===== src/rtl/spi_seq_pkg.sv =====
// Shared encodings for the SPI master sequencer: FSM states, SPI command bytes,
// response codes and the fast-read dummy-bit count.
package spi_seq_pkg;

  typedef enum logic [2:0] {
    IDLE,
    SETUP,
    SHIFT,
    DONE,
    GAP
  } seq_state_e;

  localparam logic [7:0] CMD_WR      = 8'h02;
  localparam logic [7:0] CMD_RD_SLOW = 8'h03;
  localparam logic [7:0] CMD_RD_FAST = 8'h0B;

  localparam logic [1:0] RESP_OKAY   = 2'b00;
  localparam logic [1:0] RESP_SLVERR = 2'b10;

  localparam int FAST_RD_DUMMY_BITS = 8;

endpackage


===== src/rtl/spi_sclk_div.sv =====
// SCLK phase timer: alternates low/high phases of CLK_DIV cycles while enabled
// and emits one-cycle strobes on the last cycle of each phase.
module spi_sclk_div #(
  parameter int CLK_DIV = 2
) (
  input  logic spi_clk,
  input  logic spi_rst_n,
  input  logic en,
  output logic rise,
  output logic fall,
  output logic sample
);

  localparam int CW = (CLK_DIV > 1) ? $clog2(CLK_DIV) : 1;
  localparam logic [CW-1:0] RELOAD = CW'(CLK_DIV - 1);

  logic [CW-1:0] cnt;
  logic          hi;
  logic          wrap;

  assign wrap = en && (cnt == '0);

  // Disabled means parked at the start of a low phase, so the first phase after
  // enable is always a full low phase.
  always_ff @(posedge spi_clk) begin
    if (!spi_rst_n || !en) begin
      cnt <= RELOAD;
      hi  <= 1'b0;
    end else if (cnt == '0) begin
      cnt <= RELOAD;
      hi  <= ~hi;
    end else begin
      cnt <= cnt - CW'(1);
    end
  end

  assign rise   = wrap && !hi;
  assign fall   = wrap && hi;
  assign sample = wrap && hi;

endmodule


===== src/rtl/spi_master_sequencer.sv =====
// Sequences one mode-0 SPI frame (cmd, address, data) per bridge word request.
// Define SPI_SEQ_FAST_READ_EN for fast reads (cmd 0x0B plus 8 dummy bits).
module spi_master_sequencer
  import spi_seq_pkg::*;
#(
  parameter int ADDR_WIDTH = 32,
  parameter int DATA_WIDTH = 32,
  parameter int ADDR_BITS  = 24,
  parameter int CLK_DIV    = 2
) (
  input  logic                  spi_clk,
  input  logic                  spi_rst_n,
  input  logic [ADDR_WIDTH-1:0] req_addr,
  input  logic [DATA_WIDTH-1:0] req_wr_data,
  input  logic [3:0]            req_wr_strb,
  input  logic                  req_wr_valid,
  input  logic                  req_rd_valid,
  output logic                  req_ready,
  output logic [DATA_WIDTH-1:0] rsp_rd_data,
  output logic                  rsp_rd_done,
  output logic                  rsp_wr_done,
  output logic [1:0]            rsp_resp,
  output logic                  sclk,
  output logic                  cs_n,
  output logic                  mosi,
  input  logic                  miso
);

`ifdef SPI_SEQ_FAST_READ_EN
  localparam logic [7:0] CMD_RD     = CMD_RD_FAST;
  localparam int         DUMMY_BITS = FAST_RD_DUMMY_BITS;
`else
  localparam logic [7:0] CMD_RD     = CMD_RD_SLOW;
  localparam int         DUMMY_BITS = 0;
`endif

  localparam int WR_BITS = 8 + ADDR_BITS + DATA_WIDTH;
  localparam int RD_BITS = WR_BITS + DUMMY_BITS;
  localparam int TX_W    = RD_BITS;
  localparam int BCW     = $clog2(TX_W + 1);

  seq_state_e            state, state_nxt;
  logic                  is_rd;
  logic [1:0]            resp_q;
  logic [BCW-1:0]        bit_cnt;
  logic [TX_W-1:0]       tx_sr;
  logic [DATA_WIDTH-1:0] rx_sr;
  logic                  accept, no_xfer;
  logic                  div_en, rise, fall, sample;
  logic [WR_BITS-1:0]    wr_frame, rd_frame;
  logic                  unused_addr_hi;

  assign unused_addr_hi = ^req_addr[ADDR_WIDTH-1:ADDR_BITS];

  assign accept   = req_ready && (req_wr_valid || req_rd_valid);
  assign no_xfer  = req_wr_valid && (req_wr_strb != 4'hF);
  assign wr_frame = {CMD_WR, req_addr[ADDR_BITS-1:0], req_wr_data};
  assign rd_frame = {CMD_RD, req_addr[ADDR_BITS-1:0], {DATA_WIDTH{1'b0}}};
  assign div_en   = (state == SETUP) || (state == SHIFT) || (state == GAP);
  assign rsp_resp = resp_q;

  spi_sclk_div #(.CLK_DIV(CLK_DIV)) u_div (
    .spi_clk  (spi_clk),
    .spi_rst_n(spi_rst_n),
    .en       (div_en),
    .rise     (rise),
    .fall     (fall),
    .sample   (sample)
  );

  always_comb begin
    state_nxt   = state;
    cs_n        = 1'b1;
    mosi        = 1'b0;
    rsp_wr_done = 1'b0;
    rsp_rd_done = 1'b0;
    case (state)
      IDLE:    if (accept) state_nxt = no_xfer ? DONE : SETUP;
      SETUP:   if (rise) state_nxt = SHIFT;
      SHIFT:   if (rise && bit_cnt == '0) state_nxt = DONE;
      DONE:    state_nxt = GAP;
      GAP:     if (rise) state_nxt = IDLE;
      default: state_nxt = IDLE;
    endcase
    if (state == SETUP || state == SHIFT) begin
      cs_n = 1'b0;
      mosi = tx_sr[TX_W-1];
    end
    if (state == DONE) begin
      rsp_rd_done = is_rd;
      rsp_wr_done = !is_rd;
    end
  end

  always_ff @(posedge spi_clk) begin
    if (!spi_rst_n) begin
      state       <= IDLE;
      req_ready   <= 1'b0;
      sclk        <= 1'b0;
      is_rd       <= 1'b0;
      resp_q      <= RESP_OKAY;
      bit_cnt     <= '0;
      rsp_rd_data <= '0;
    end else begin
      state     <= state_nxt;
      req_ready <= (state_nxt == IDLE);
      if (accept) begin
        // Write wins when both are raised; the read stays pending upstream.
        is_rd   <= !req_wr_valid;
        bit_cnt <= req_wr_valid ? BCW'(WR_BITS) : BCW'(RD_BITS);
        resp_q  <= (no_xfer && req_wr_strb != 4'h0) ? RESP_SLVERR : RESP_OKAY;
      end else if (state == SHIFT && fall) begin
        bit_cnt <= bit_cnt - BCW'(1);
      end
      // A rise strobe with no bits left is the end of the cs hold phase, not a new bit.
      if (rise && (state == SETUP || (state == SHIFT && bit_cnt != '0))) begin
        sclk <= 1'b1;
      end else if (fall || state_nxt != SHIFT) begin
        sclk <= 1'b0;
      end
      if (state == SHIFT && state_nxt == DONE && is_rd) begin
        rsp_rd_data <= rx_sr;
      end
    end
  end

  // The last DATA_WIDTH samples of a read frame are the data phase.
  always_ff @(posedge spi_clk) begin
    if (accept) begin
      tx_sr <= req_wr_valid ? (TX_W'(wr_frame) << DUMMY_BITS) : (TX_W'(rd_frame) << DUMMY_BITS);
    end else if (state == SHIFT && fall) begin
      tx_sr <= tx_sr << 1;
    end
    if (state == SHIFT && sample) begin
      rx_sr <= {rx_sr[DATA_WIDTH-2:0], miso};
    end
  end

endmodule


===== config.mk =====
export PLATFORM = sky130hd
export DESIGN_NAME = spi_master_sequencer
export DESIGN_NICKNAME = d
export VERILOG_FILES = /design/src/rtl/spi_seq_pkg.sv /design/src/rtl/spi_sclk_div.sv /design/src/rtl/spi_master_sequencer.sv
export SDC_FILE = /design/constraint.sdc
export NUM_CORES = 1
export LEC_CHECK = 0
export CAP_MARGIN = 40
export CORE_MARGIN = 2
export CORE_UTILIZATION = 28
export DETAILED_ROUTE_END_ITERATION = 7
export PLACE_DENSITY = 0.56
export SKIP_LAST_GASP = 1
export SYNTH_ARGS = -nofsm -noshare
export SYNTH_HDL_FRONTEND = slang
export SYNTH_HIERARCHICAL = 1
export SYNTH_SLANG_ARGS = --single-unit

===== constraint.sdc =====
create_clock -name spi_clk -period 9.7 [get_ports spi_clk]
set_input_delay 1.94 -clock spi_clk [delete_from_list [all_inputs] [get_ports spi_clk]]
set_output_delay 1.94 -clock spi_clk [all_outputs]
set_load 0.02 [all_outputs]

==> flow_summary.yaml, run 1 <==
status:
  status: "finished, final reports clean"
global_routing:
  grt_overflow: 0
  grt_usage_pct: 11.6
  grt_pass1_wl_um: 18600
  grt_max_degree: 65
  grt_antenna_before_repair: 0
  grt_pass1_vias: 3650
sta:
  min_period_ns: 4.19
  rsz0062_at_grt: "no"
  maxSlewHeadroom_pct: 44.1
  drv_slew: 0
  worst_slew_pin_slew_ns: 0.836
  finalCritPeriodShare_pct: 43.2
  fmax_mhz: 238
  hold_ws_ns: 0.443
  timing.setup.tns_ns: 0
  setup_viol: 0
  final_hold_viol_count: 0
  skew_ns: 0.00622
floorplan:
  die_area_um2: 21000
  die_height_um: 145
  die_w_um: 145
  start_util_pct: 28.5
  fp.coreArea_um2: 19500
  io_pins: 113
  rows: 51
synthesis:
  synth_cell_types: 41
  avgSynthCellArea_um2: 13.1
  synth_seq_cells: 144
  netlist_area_um2: 5550
  synth_top_area_cell: "edfxtp_1"
  synthCells: 424
  yosysWarnings: 6
  synth_top_area_share_pct: 51.9
  synthTopCellsByArea: "edfxtp_1 52%, dfxtp_1 17%, nand2_1 5.0%"
  ys_seq_area_share_pct: 69.3
  synth_fp_nets: 499
min_path:
  min_path_type: "reg -> reg"
  min_from: "u_div/cnt"
  min_path_cells: 1
  worstHoldEndpoint: "u_div/cnt"
routing:
  final_antenna_net_count: 0
  drtPass1Iterations: 4
  num_vias: 3600
  wl_met1_um: 5420
  first_iter_violations: 187
  wire_per_inst_um: 14.5
  top_layer_used: "met4"
  wl_um: 11600
  wl_met2_um: 5100
  vias_per_cell: 4.48
  routed-wl-met3_um: 1020
  drc_errors: 0
layout:
  layout-drive-gt1-share_pct: 13.2
  seqCellArea_um2: 3840
  layout.nets: 601
  final_area_um2: 7630
  insertedDiodeCount: 0
  mostFrequentLayoutCells: "103 x clkdlybuf4s50_1, 96 x edfxtp_1, 74 x nand2_1"
  area_growth_pct: 37.5
  fillers: 1863
  multi_input_area_um2: 1570
  final_common_cell: "clkdlybuf4s50_1"
cts:
  clock-sinks: 144
  cts_resized: 0
  clk_latency_ns: 0.42
  clk_pin_slew_ns: 0.06
  htree_levels: 4
  cts_tree: "done"
  cts_setup_buffers: 0
  cts_root_buffer: "clkbuf_16"
  hold_buffers: 0
  cts.path.max_buffers: 2
  cts_inserted_buffers: 17
critical_path:
  critPathMaxFanout: 17
  rr_startpoint: "state[0]"
  reg2reg_slack_ns: 6.72
  critical_path_class: "reg -> out"
  cp_cell_sequence: "nand2b_1, a21o_1, nor2_1, clkdlybuf4s50_1"
  cp_slowest_stage_delay_ns: 0.65
  end_kind: "primary output"
  startpoint_type: "register"
  cp.arrival_ns: 2.25
  crit_slowest_cell: "dfxtp_1"
  ff2ff_path_depth: 8
  worstPathRequired_ns: 7.76
  rr_endpoint: "tx_sr[50]"
run:
  cap_violations: 0
power_and_ir_drop:
  ir_worst_vdd_uv: 140
  p_leak_nw: 2.56
  power_density_nw_per_um2: 244
place:
  hpwl_um: 7590
  port_buffers: 103
  dpl-instance-area_um2: 6920
  gp_congestion: 0.787
-- synthesized netlist by cell type, drive strengths merged --
| master | instances |
|---|---|
| and3 | 3 |
| clkbuf | 19 |
| nor4b | 1 |
| o211a | 1 |
| o211ai | 2 |
| inv | 4 |
| a221oi | 1 |
| a22o | 31 |
| nand4 | 3 |
| buf | 10 |
| ha | 2 |
| o31ai | 2 |
| o21ai | 1 |
| nor4 | 1 |
| nor3 | 4 |
| nor2b | 3 |
| dfxtp | 48 |
| nor2 | 16 |
| a211oi | 1 |
| xnor2 | 2 |
| a21o | 1 |
| edfxtp | 96 |
| and3b | 1 |
| nand3 | 3 |
| a41oi | 1 |
| mux2 | 24 |
| and4 | 1 |
| nand2b | 7 |
| nand3b | 1 |
| o32ai | 1 |
| conb | 1 |
| nand2 | 74 |
| a31oi | 2 |
| a21oi | 38 |
| and2 | 7 |
| or4 | 3 |
| xor2 | 4 |
| nor4bb | 2 |
| nor3b | 2 |
-- registers in the layout, indices dropped and copies added, names as in the netlist --
name / cells
sclk: 1
u_div/cnt: 1
state: 3
bit_cnt: 7
tx_sr: 64
req_ready: 1
rx_sr: 32
u_div/hi: 1
rsp_rd_data: 32
rsp_resp: 1
is_rd: 1
-- kinds of logic (layout without fill, tap and decap cells) --
kind of cell,Yosys count,count (layout),share of synthesized area (%)
buf+inv,33,148,2.73
fa+ha+maj,2,2,0.451
flops,144,144,69.3
simple gates,132,132,11.6
compound gates,82,82,10.1
other cells,1,1,0.0676
mux,24,24,4.87
xor+xnor,6,6,0.947
-- per-stage QoR --
step | worst slack, ns | util (%) | std cells | total power, mW
finish | 5.51 | 39.2 | 804 | 1.86
global route | 5.38 | 39.2 | 804 | 1.95
CTS | 5.48 | 39.2 | 804 | 1.89
detailed placement | 5.27 | 35.6 | 772 | 1.11
global placement | 5.29 | 35.1 | 768 | 1.09
floorplan | 5.20 | - | 424 | 1.01
-- critical path: cells and delay by family (launching register included) --
| kind | cells | cell delay, ns |
|---|---|---|
| flip-flops | 1 | 0.65 |
| buffers and inverters | 1 | 0.64 |
| AO/OA/AOI/OAI | 1 | 0.26 |
| AND/OR/NAND/NOR | 2 | 0.29 |
-- power breakdown --
group	switching, mW	internal, mW	total, mW
Combinational	0.140	0.142	0.282
Sequential	0.0379	0.775	0.813
Clock	0.259	0.509	0.768
Total	0.437	1.43	1.86
-- metal layers --
layer  track usage, %  vias up
li1                 -     1754
met1             15.0     1718
met2             16.9      119
met3             5.56        9
met4             4.39        0
met5                0        -
-- worst max path at each step --
stage,cells after the start,slack (ns),end,start
floorplan,4,5.20,tx_sr[0],req_rd_valid
global placement,4,5.29,tx_sr[36],req_wr_valid
detailed placement,4,5.27,tx_sr[36],req_wr_valid
CTS,4,5.48,mosi,state[0]
global route,4,5.38,mosi,state[0]
finish,4,5.51,mosi,state[0]
-- cell type report --
class,instances,area share (%)
clock inverter,9,2.07
timing repair buffer,112,15.2
multi-input combinational,247,20.6
tap,265,4.34
inverter,4,0.197
sequential,144,50.4
clock buffer,23,7.25
Power figures use the tool's default switching activity.
==> run 2: changes to the inputs <==
Clock period 9.7 ns to 4.1 ns, I/O delays scaled along.
==> run 2 against run 1 <==
Hold slack got worse by 0.0037 ns. Combinational power rose by 130%. Sequential share of layout area rose by 1.2 points. Critical path type unchanged.
==> flow_summary.yaml, run 2 (synthesized netlist as in run 1, its figures left out) <==
layout:
  mostFrequentLayoutCells: "103 x clkdlybuf4s50_1, 96 x edfxtp_1, 74 x nand2_1"
  largest_register_ffs: 64
  final_common_cell: "clkdlybuf4s50_1"
  fin_util_pct: 38.3
  layout-drive-gt1-share_pct: 13.0
  insertedDiodeCount: 0
  fillers: 1857
  top_register: "tx_sr"
  final_area_um2: 7450
  layout.nets: 602
  area_growth_pct: 34.3
  top_regs: "tx_sr: 64 flops, rsp_rd_data: 32 flops, rx_sr: 32 flops"
sta:
  final_hold_viol_count: 0
  hold_ws_ns: 0.439
  rsz0062_at_grt: "no"
  timing.setup.tns_ns: 0
  worst_slew_pin_slew_ns: 0.852
  drv_slew: 0
  fmax_mhz: 327
  min_period_ns: 3.05
  setup_viol: 0
  finalCritPeriodShare_pct: 74.5
  skew_ns: 0.00933
  maxSlewHeadroom_pct: 43.2
place:
  gp_congestion: 0.768
  port_buffers: 103
  dpl-instance-area_um2: 6870
  hpwl_um: 7330
critical_path:
  end_kind: "primary output"
  cp.arrival_ns: 2.23
  reg2reg_slack_ns: 1.05
  cp_slowest_stage_delay_ns: 0.67
  worstPathRequired_ns: 3.28
  crit_slowest_cell: "dfxtp_1"
  critical_path_class: "reg -> out"
  ff2ff_path_depth: 8
  cp_cell_sequence: "nand2b_1, a21o_1, nor2_1, clkdlybuf4s50_1"
  critPathMaxFanout: 17
  startpoint_type: "register"
cts:
  cts_inserted_buffers: 17
  clk_pin_slew_ns: 0.06
  clock-sinks: 144
  cts.path.max_buffers: 2
  hold_buffers: 0
  htree_levels: 4
  clk_latency_ns: 0.42
  cts_tree: "done"
  cts_resized: 0
  cts_setup_buffers: 0
  cts_root_buffer: "clkbuf_16"
power_and_ir_drop:
  p_leak_nw: 2.48
  ir_worst_vdd_uv: 362
  power_density_nw_per_um2: 550
routing:
  num_vias: 3615
  final_antenna_net_count: 0
  wl_um: 11300
  wire_per_inst_um: 14.0
  first_iter_violations: 136
  vias_per_cell: 4.49
  drc_errors: 0
  drtPass1Iterations: 4
global_routing:
  grt_max_degree: 65
  met1_usage_pct: 14.7
  use_met2_pct: 16.5
  grt_pass1_vias: 3575
  grt_most_used_layer: "met2"
  grt_util_met3_pct: 5.03
  grt_overflow: 0
  grt_pass1_wl_um: 17900
  grt_antenna_before_repair: 0
  grt_usage_pct: 11.2
min_path:
  min_path_type: "reg -> reg"
  min_path_cells: 1
floorplan:
  fp.coreArea_um2: 19500
  io_pins: 113
  die_w_um: 145
  die_area_um2: 21000
  start_util_pct: 28.5
  rows: 51
  die_height_um: 145
status:
  status: "finished, final reports clean"
run:
  cap_violations: 0
run 2: cell types whose count changed in the layout (fill, tap and decap cells not counted), sizes merged:
cell	delta
inv	+4
clkinv	+1
bufinv	-3
buf	+1
clkbuf	-2
run 2: path summary, 6_finish.rpt:
| kind | endpoint | start |
|---|---|---|
| setup / recovery | mosi | state[0] |
| hold / removal | u_div/cnt | u_div/cnt |
| setup reg to reg | tx_sr[7] | state[0] |
| hold reg to reg | u_div/cnt | u_div/cnt |
run 2: area by class of cell:
| type | instances | area (µm²) | area share (%) |
|---|---|---|---|
| Sequential cell | 144 | 3840 | 51.6 |
| Multi-Input combinational cell | 247 | 1580 | 21.2 |
| Timing Repair Buffer | 113 | 1100 | 14.8 |
| Clock buffer | 21 | 460 | 6.18 |
| Tap cell | 265 | 332 | 4.45 |
| Clock inverter | 11 | 120 | 1.61 |
| Inverter | 4 | 15.0 | 0.201 |
run 2: report_power, final:
group / internal [mW] / switching, mW / total [mW]
Sequential: 1.83 / 0.0887 / 1.92
Clock: 0.887 / 0.634 / 1.52
Combinational: 0.330 / 0.330 / 0.659
run 2: routing by layer:
metal | routed length, µm | share of wire, %
met2 | 4900 | 43
met1 | 5380 | 48
met5 | 0 | 0
met4 | 143 | 1.3
met3 | 865 | 7.7
run 2: metrics by stage:
stage,instances,power (mW),worst slack [ns]
final,805,4.10,1.05
after global routing,805,4.29,0.756
after CTS,805,4.16,1.02
after detailed placement,773,2.62,1.05
after global placement,772,2.60,1.09
after floorplan,424,2.39,0.447
run 2: worst max-delay path, delay by kind of cell (launching register included):
| kind | cells | cell delay [ns] |
|---|---|---|
| AO/OA/AOI/OAI | 1 | 0.25 |
| flip-flops | 1 | 0.67 |
| buffers and inverters | 1 | 0.63 |
| AND/OR/NAND/NOR | 2 | 0.26 |
==> patch 1: new RTL, flow settings as in run 1 <==
`CLK_DIV` is set to 2 in 2 places; all go to 4.
--- a/src/rtl/spi_sclk_div.sv
+++ b/src/rtl/spi_sclk_div.sv
@@ -3,3 +3,3 @@
 module spi_sclk_div #(
-  parameter int CLK_DIV = 2
+  parameter int CLK_DIV = 4
 ) (
--- a/src/rtl/spi_master_sequencer.sv
+++ b/src/rtl/spi_master_sequencer.sv
@@ -8,3 +8,3 @@
   parameter int ADDR_BITS  = 24,
-  parameter int CLK_DIV    = 2
+  parameter int CLK_DIV    = 4
 ) (
Function: changed (a bounded check fails within 10 cycles, from zero or initial values and one cycle with spi_rst_n low).
==> patch 1 against run 1 <==
Clock power decreased by 19%. Design area shrank 1.9%. Register-to-register slack gained 40 ps. Sequential share of layout area increased by 1.3 points. Wire length down 4.0%. Synthesized cell count up 1.7%. Sequential power up 2%. Synthesized area rose by 0.90%. Combinational power grew 9.2%. Sequential cell count is 1 higher. Total power is 5.7% lower. Critical endpoint is now cs_n. Setup slack gained 95 ps. Count of clock-buffer cells in the layout decreased by 6.
==> patch 1: results (changes against run 1) <==
Cells and area
  • Share of layout cells above drive strength 1: 12.8% (-0.33 points)
  • Fillers: 1912 (+2.6%)
  • Final net count: 608 (+1.2%)
  • Reg with most FFs: tx_sr

Routing
  • Via density: 4.41 (-1.5%)
  • Drt pass-1 iters: 4 (unchanged)
  • Routed WL per cell: 13.8 um (-4.7%)
  • Iter 0 DRT Violations: 166 (-11%)

Setup path
  • CP arrival: 2160 ps (-90 ps)
  • CP max-delay cell: clkdlybuf4s50_1
  • Critical Path Fanout Max: 17 (unchanged)
  • FF-to-FF path depth: 8 (unchanged)
  • CP peak stage delay: 690 ps (+40 ps)
  • Delay-heaviest family, CP: buffers and inverters

CTS
  • Clock-pin transition on the worst setup and hold timing paths: 60 ps (about the same)
  • Clk buf depth: 2 (unchanged)
  • Post-CTS Setup Inserts: 0 (unchanged)
  • H-tree levels: 4 (unchanged)
  • Inserted Clock Buffers: 17 (unchanged)
  • Worst skew pair latency: 420 ps (about the same)
  • Post-CTS Resized: 0 (unchanged)
  • Clock root cell: clkbuf_16

Power and ir drop
  • Pleak: 0.00250 uW (-2.2%)
  • Peak VDD IR: 0.000132 V (-5.2%)
  • Sw power: 462 uW (+5.8%)

Synth
  • Post-synthesis mux area share: 4.83% (-0.044 points)
  • Asr flop ratio synth: 0% (unchanged)
  • Post-synth EDFFs: 96 (unchanged)
  • Post-synth top cells: edfxtp_1 (96), nand2_1 (77), dfxtp_1 (49)
  • Main area contributors after synthesis: edfxtp_1 (51%), dfxtp_1 (18%), nand2_1 (5.2%)
  • Compound-Gate Fraction of Synth Area: 10.0% (-0.090 points)
  • Distinct cells, synth: 42 (+2.4%)
  • Synth warnings: 6 (unchanged)
  • Sequential-to-total area share from yosys stat: 69.0% (-0.26 points)
  • Post-Synth XOR/XNOR Area: 0.938% (-0.0085 points)
  • Syn Nets: 507 (+1.6%)
  • Adder-cell area share of the yosys netlist: 0.670% (+0.22 points)

Hold path
  • Min-Delay Path Depth: 1 (unchanged)

Placement
  • Gpl congestion: 0.776 (-1.5%)
  • Port-buffer cells: 103 (unchanged)
  • DP HPWL: 7.15 mm (-5.8%)
  • Setup WS pre-CTS: 5260 ps (-9.45 ps)

GRT
  • Initial antenna violation count: 0 (unchanged)
  • Largest net degree at the start of global routing: 65 (unchanged)
  • First-pass GRT wire length: 18.2 mm (-1.8%)
  • Vias in the first global route: 3586 (-1.8%)
  • Gr usage total: 10.8% (-0.86 points)

STA
  • Post-Route Skew: 9.94 ps (+3.72 ps)
  • Relative slew slack: 45.9% (+1.8 points)

Status
  • Status: finished, final reports clean
-- patch 1: path summary, 6_finish.rpt --
check | from | to | slack (ps)
setup / recovery | state[0] | cs_n | 5600
hold / removal | u_div/cnt[0] | u_div/cnt[0] | 390
setup reg to reg | state[0] | tx_sr[62] | 6760
hold reg to reg | u_div/cnt[0] | u_div/cnt[0] | 390
-- patch 1: final cells by class --
cell class / instances / area, um2 / area share, %
clock buffer: 17 / 425 / 5.68
clock inverter: 15 / 133 / 1.77
inverter: 6 / 22.5 / 0.301
multi-input combinational: 251 / 1600 / 21.3
sequential: 145 / 3860 / 51.6
tap: 265 / 332 / 4.43
timing repair buffer: 111 / 1110 / 14.8
-- patch 1: routing by layer --
layer  vias up  track usage [%]  share of wire, %
li1       1764                -                 -
met1      1688             14.1                48
met2       109             16.1                44
met5         -                0                 0
met4         0             4.12               1.4
met3        13             4.29               6.8
-- patch 1: per-stage QoR --
stage / utilization (%) / cells / hold WS (ps) / cell area (um2)
floorplan: - / 431 / 358 / 5600
global placement: 35.3 / 777 / 367 / 6900
detailed placement: 35.5 / 778 / 369 / 6930
CTS: 38.3 / 810 / 395 / 7480
global route: 38.3 / 810 / 400 / 7480
finish: 38.3 / 810 / 385 / 7480
-- patch 1: cell families after synthesis --
| kind of cell | after synthesis |
|---|---|
| buffers and inverters | 35 |
| other | 1 |
| muxes | 24 |
| xor gates and xnor gates | 6 |
| and+or+nand+nor | 135 |
| adders and majority gates | 3 |
| AOI/OAI and AO/OA | 82 |
| DFF | 145 |
-- patch 1: power groups by stage --
| stage | Combinational (uW) | Sequential, uW | Clock (uW) |
|---|---|---|---|
| floorplan | 224 | 828 | 0 |
| global placement | 307 | 837 | 0 |
| detailed placement | 315 | 837 | 0 |
| CTS | 315 | 827 | 643 |
| global route | 340 | 835 | 664 |
| finish | 308 | 826 | 621 |
==> patch 2: new RTL, config.mk and constraints of run 1 <==
Made on the original files. Encoding of `seq_state_e`: now Gray code (3 bits for 5 states).
--- a/src/rtl/spi_seq_pkg.sv
+++ b/src/rtl/spi_seq_pkg.sv
@@ -5,7 +5,7 @@
   typedef enum logic [2:0] {
-    IDLE,
-    SETUP,
-    SHIFT,
-    DONE,
-    GAP
+    IDLE  = 3'b000,
+    SETUP = 3'b001,
+    SHIFT = 3'b011,
+    DONE  = 3'b010,
+    GAP   = 3'b110
   } seq_state_e;
Formal check against the unedited RTL: no difference found for any inputs over 10 cycles, from zero or initial values and one cycle with spi_rst_n low; not proved beyond that.
==> patch 2 against run 1 <==
Sequential share of layout area up 1.8 points. Worst hold slack worse by 6.7 ps. Setup slack better by 250 ps. Die area down 0.94%. Design area down 3.4%. Critical path depth down 1. Synthesized area down 0.97%. Non-clock buffer count down 3. Total power down 11%. Sequential cell count unchanged. Synthesized cell count down 12%. Wire length down 7.3%.
==> patch 2: results (changes against run 1) <==
Synth
  • Post-synth EDFFs: 96 (unchanged)
  • Synth warnings: 6 (unchanged)
  • Asr flop ratio synth: 0% (unchanged)
  • Main area contributors after synthesis: edfxtp_1 (52%), dfxtp_1 (17%), mux2i_1 (5.8%)
  • Post-synth top area share: 52.4% (+0.51 points)
  • Distinct cells, synth: 44 (+7.3%)
  • Post-synth top cells: edfxtp_1 (96), dfxtp_1 (48), nor2_1 (40)
  • Post-Synthesis Cells: 374 (-12%)
  • Syn Nets: 449 (-10%)
  • Sequential-to-total area share from yosys stat: 69.9% (+0.68 points)

GRT
  • Vias in the first global route: 3239 (-11%)
  • Largest net degree at the start of global routing: 67 (+3.1%)
  • First-pass GRT wire length: 17.1 mm (-8.1%)
  • Initial antenna violation count: 0 (unchanged)
  • Gr usage total: 10.8% (-0.82 points)

Setup path
  • FF-to-FF path depth: 9 (+1)
  • Worst r2r src: state[0]
  • Flop2flop setup slack: 6750 ps (+30 ps)
  • End of the critical path: mosi
  • Critical Path Fanout Max: 10 (-7)
  • CP arrival: 2000 ps (-250 ps)
  • WS Path Type: reg2out
  • Worst R2R End: rsp_rd_data[13]

Power and ir drop
  • Peak VDD IR: 0.000113 V (-19%)
  • Pleak: 0.00247 uW (-3.4%)

Routing
  • Final wirelength: 10.8 mm (-7.3%)
  • Drt pass-1 iters: 4 (unchanged)
  • Iter 0 DRT Violations: 208 (+11%)
  • Via density: 4.42 (-1.2%)

CTS
  • Clock-pin transition on the worst setup and hold timing paths: 70 ps
  • Post-CTS Setup Inserts: 0 (unchanged)
  • H-tree levels: 4 (unchanged)
  • Clk buf depth: 2 (unchanged)
  • Worst skew pair latency: 420 ps (about the same)
  • Clock root cell: clkbuf_16
  • Inserted Clock Buffers: 17 (unchanged)
  • Post-CTS Resized: 0 (unchanged)

Cells and area
  • Final net count: 555 (-7.7%)
  • Fillers: 1835 (-1.5%)
  • Biggest registers after layout: tx_sr (64), rsp_rd_data (32), rx_sr (32)
  • Finished Layout Cells: 758 (-5.7%)
  • Ant. Diodes: 0 (unchanged)
  • Share of layout cells above drive strength 1: 12.4% (-0.80 points)

Hold path
  • Min-Delay Path Class: reg2reg

Status
  • Status: finished, final reports clean

Placement
  • Port-buffer cells: 103 (unchanged)
  • Placed cells: 726 (-6.0%)
  • DP HPWL: 6.78 mm (-11%)
  • Gpl congestion: 0.751 (-4.6%)

STA
  • Post-Route Skew: 10.5 ps (+4.25 ps)
  • Slew @ Worst Pin: 833 ps (-2.09 ps)
  • Max-slew violation count: 0 (unchanged)
patch 2: cell types whose count changed in the layout (fill, tap and decap cells not counted), sizes merged, moves of 4 or more:
cell / run 1 / this run
inv: 7 / 13
nand2b: 7 / 3
nor4: 1 / 7
nand2: 74 / 10
clkbuf: 23 / 18
nor2: 16 / 40
mux2i: 0 / 32
a21oi: 38 / 5
patch 2: logic make-up (layout without fill, tap and decap cells):
kind of cell	after synthesis	in the layout	share of synthesized area [%]
flip-flops	144	144	69.9
AND/OR/NAND/NOR	93	93	8.88
multiplexers	56	56	10.7
AO/OA/AOI/OAI	45	45	6.67
buffers and inverters	28	147	2.46
XOR/XNOR	5	5	0.797
adder cells (fa/ha/maj)	2	2	0.455
other	1	1	0.0682
patch 2: area by class of cell:
cell class / count / area (um2) / area share (%)
clock inverter: 14 / 125 / 1.70
sequential: 144 / 3840 / 52.2
multi-input combinational: 202 / 1530 / 20.8
timing repair buffer: 109 / 1080 / 14.6
inverter: 6 / 22.5 / 0.306
clock buffer: 18 / 439 / 5.96
tap: 265 / 332 / 4.50
patch 2: per-layer routing:
layer | track usage (%) | up-vias | share of wire (%) | wire, um
met5 | 0 | - | 0 | 0
met4 | 3.87 | 0 | 1.3 | 135
met3 | 5.20 | 9 | 8.0 | 860
met2 | 15.5 | 101 | 44 | 4740
met1 | 14.2 | 1635 | 47 | 5050
li1 | - | 1608 | - | -
patch 2: worst max-delay path, cell delays in order (launching register included):
cell	delay, ps
dfxtp_1	480
nor2b_1	330
and2_1	170
clkdlybuf4s50_1	600
patch 2: worst min path at each step:
stage	cells past startpoint	to	start	slack (ps)
4_1_cts	1	u_div/cnt	u_div/cnt	440
5_1_grt	1	u_div/cnt	u_div/cnt	450
3_3_place_gp	1	u_div/cnt	u_div/cnt	410
2_1_floorplan	1	u_div/cnt	u_div/cnt	400
3_5_place_dp	1	u_div/cnt	u_div/cnt	420
6_report	1	u_div/cnt	u_div/cnt	440
patch 2: per-stage QoR:
step | utilization [%] | worst slack [ps] | hold slack [ps] | cell area, um2 | total power, uW
CTS | 38.1 | 5730 | 436 | 7370 | 1690
finish | 38.1 | 5760 | 436 | 7370 | 1660
detailed placement | 35.2 | 5720 | 422 | 6810 | 1050
global placement | 35.2 | 5770 | 411 | 6810 | 1040
floorplan | - | 5510 | 402 | 5500 | 958
global route | 38.1 | 5620 | 451 | 7370 | 1740
patch 2: power by group:
part,switching (uW),total [uW],leakage [uW],internal [uW]
logic,122,243,0.000920,121
clock network,266,629,0.000282,363
registers,29.1,785,0.00127,756
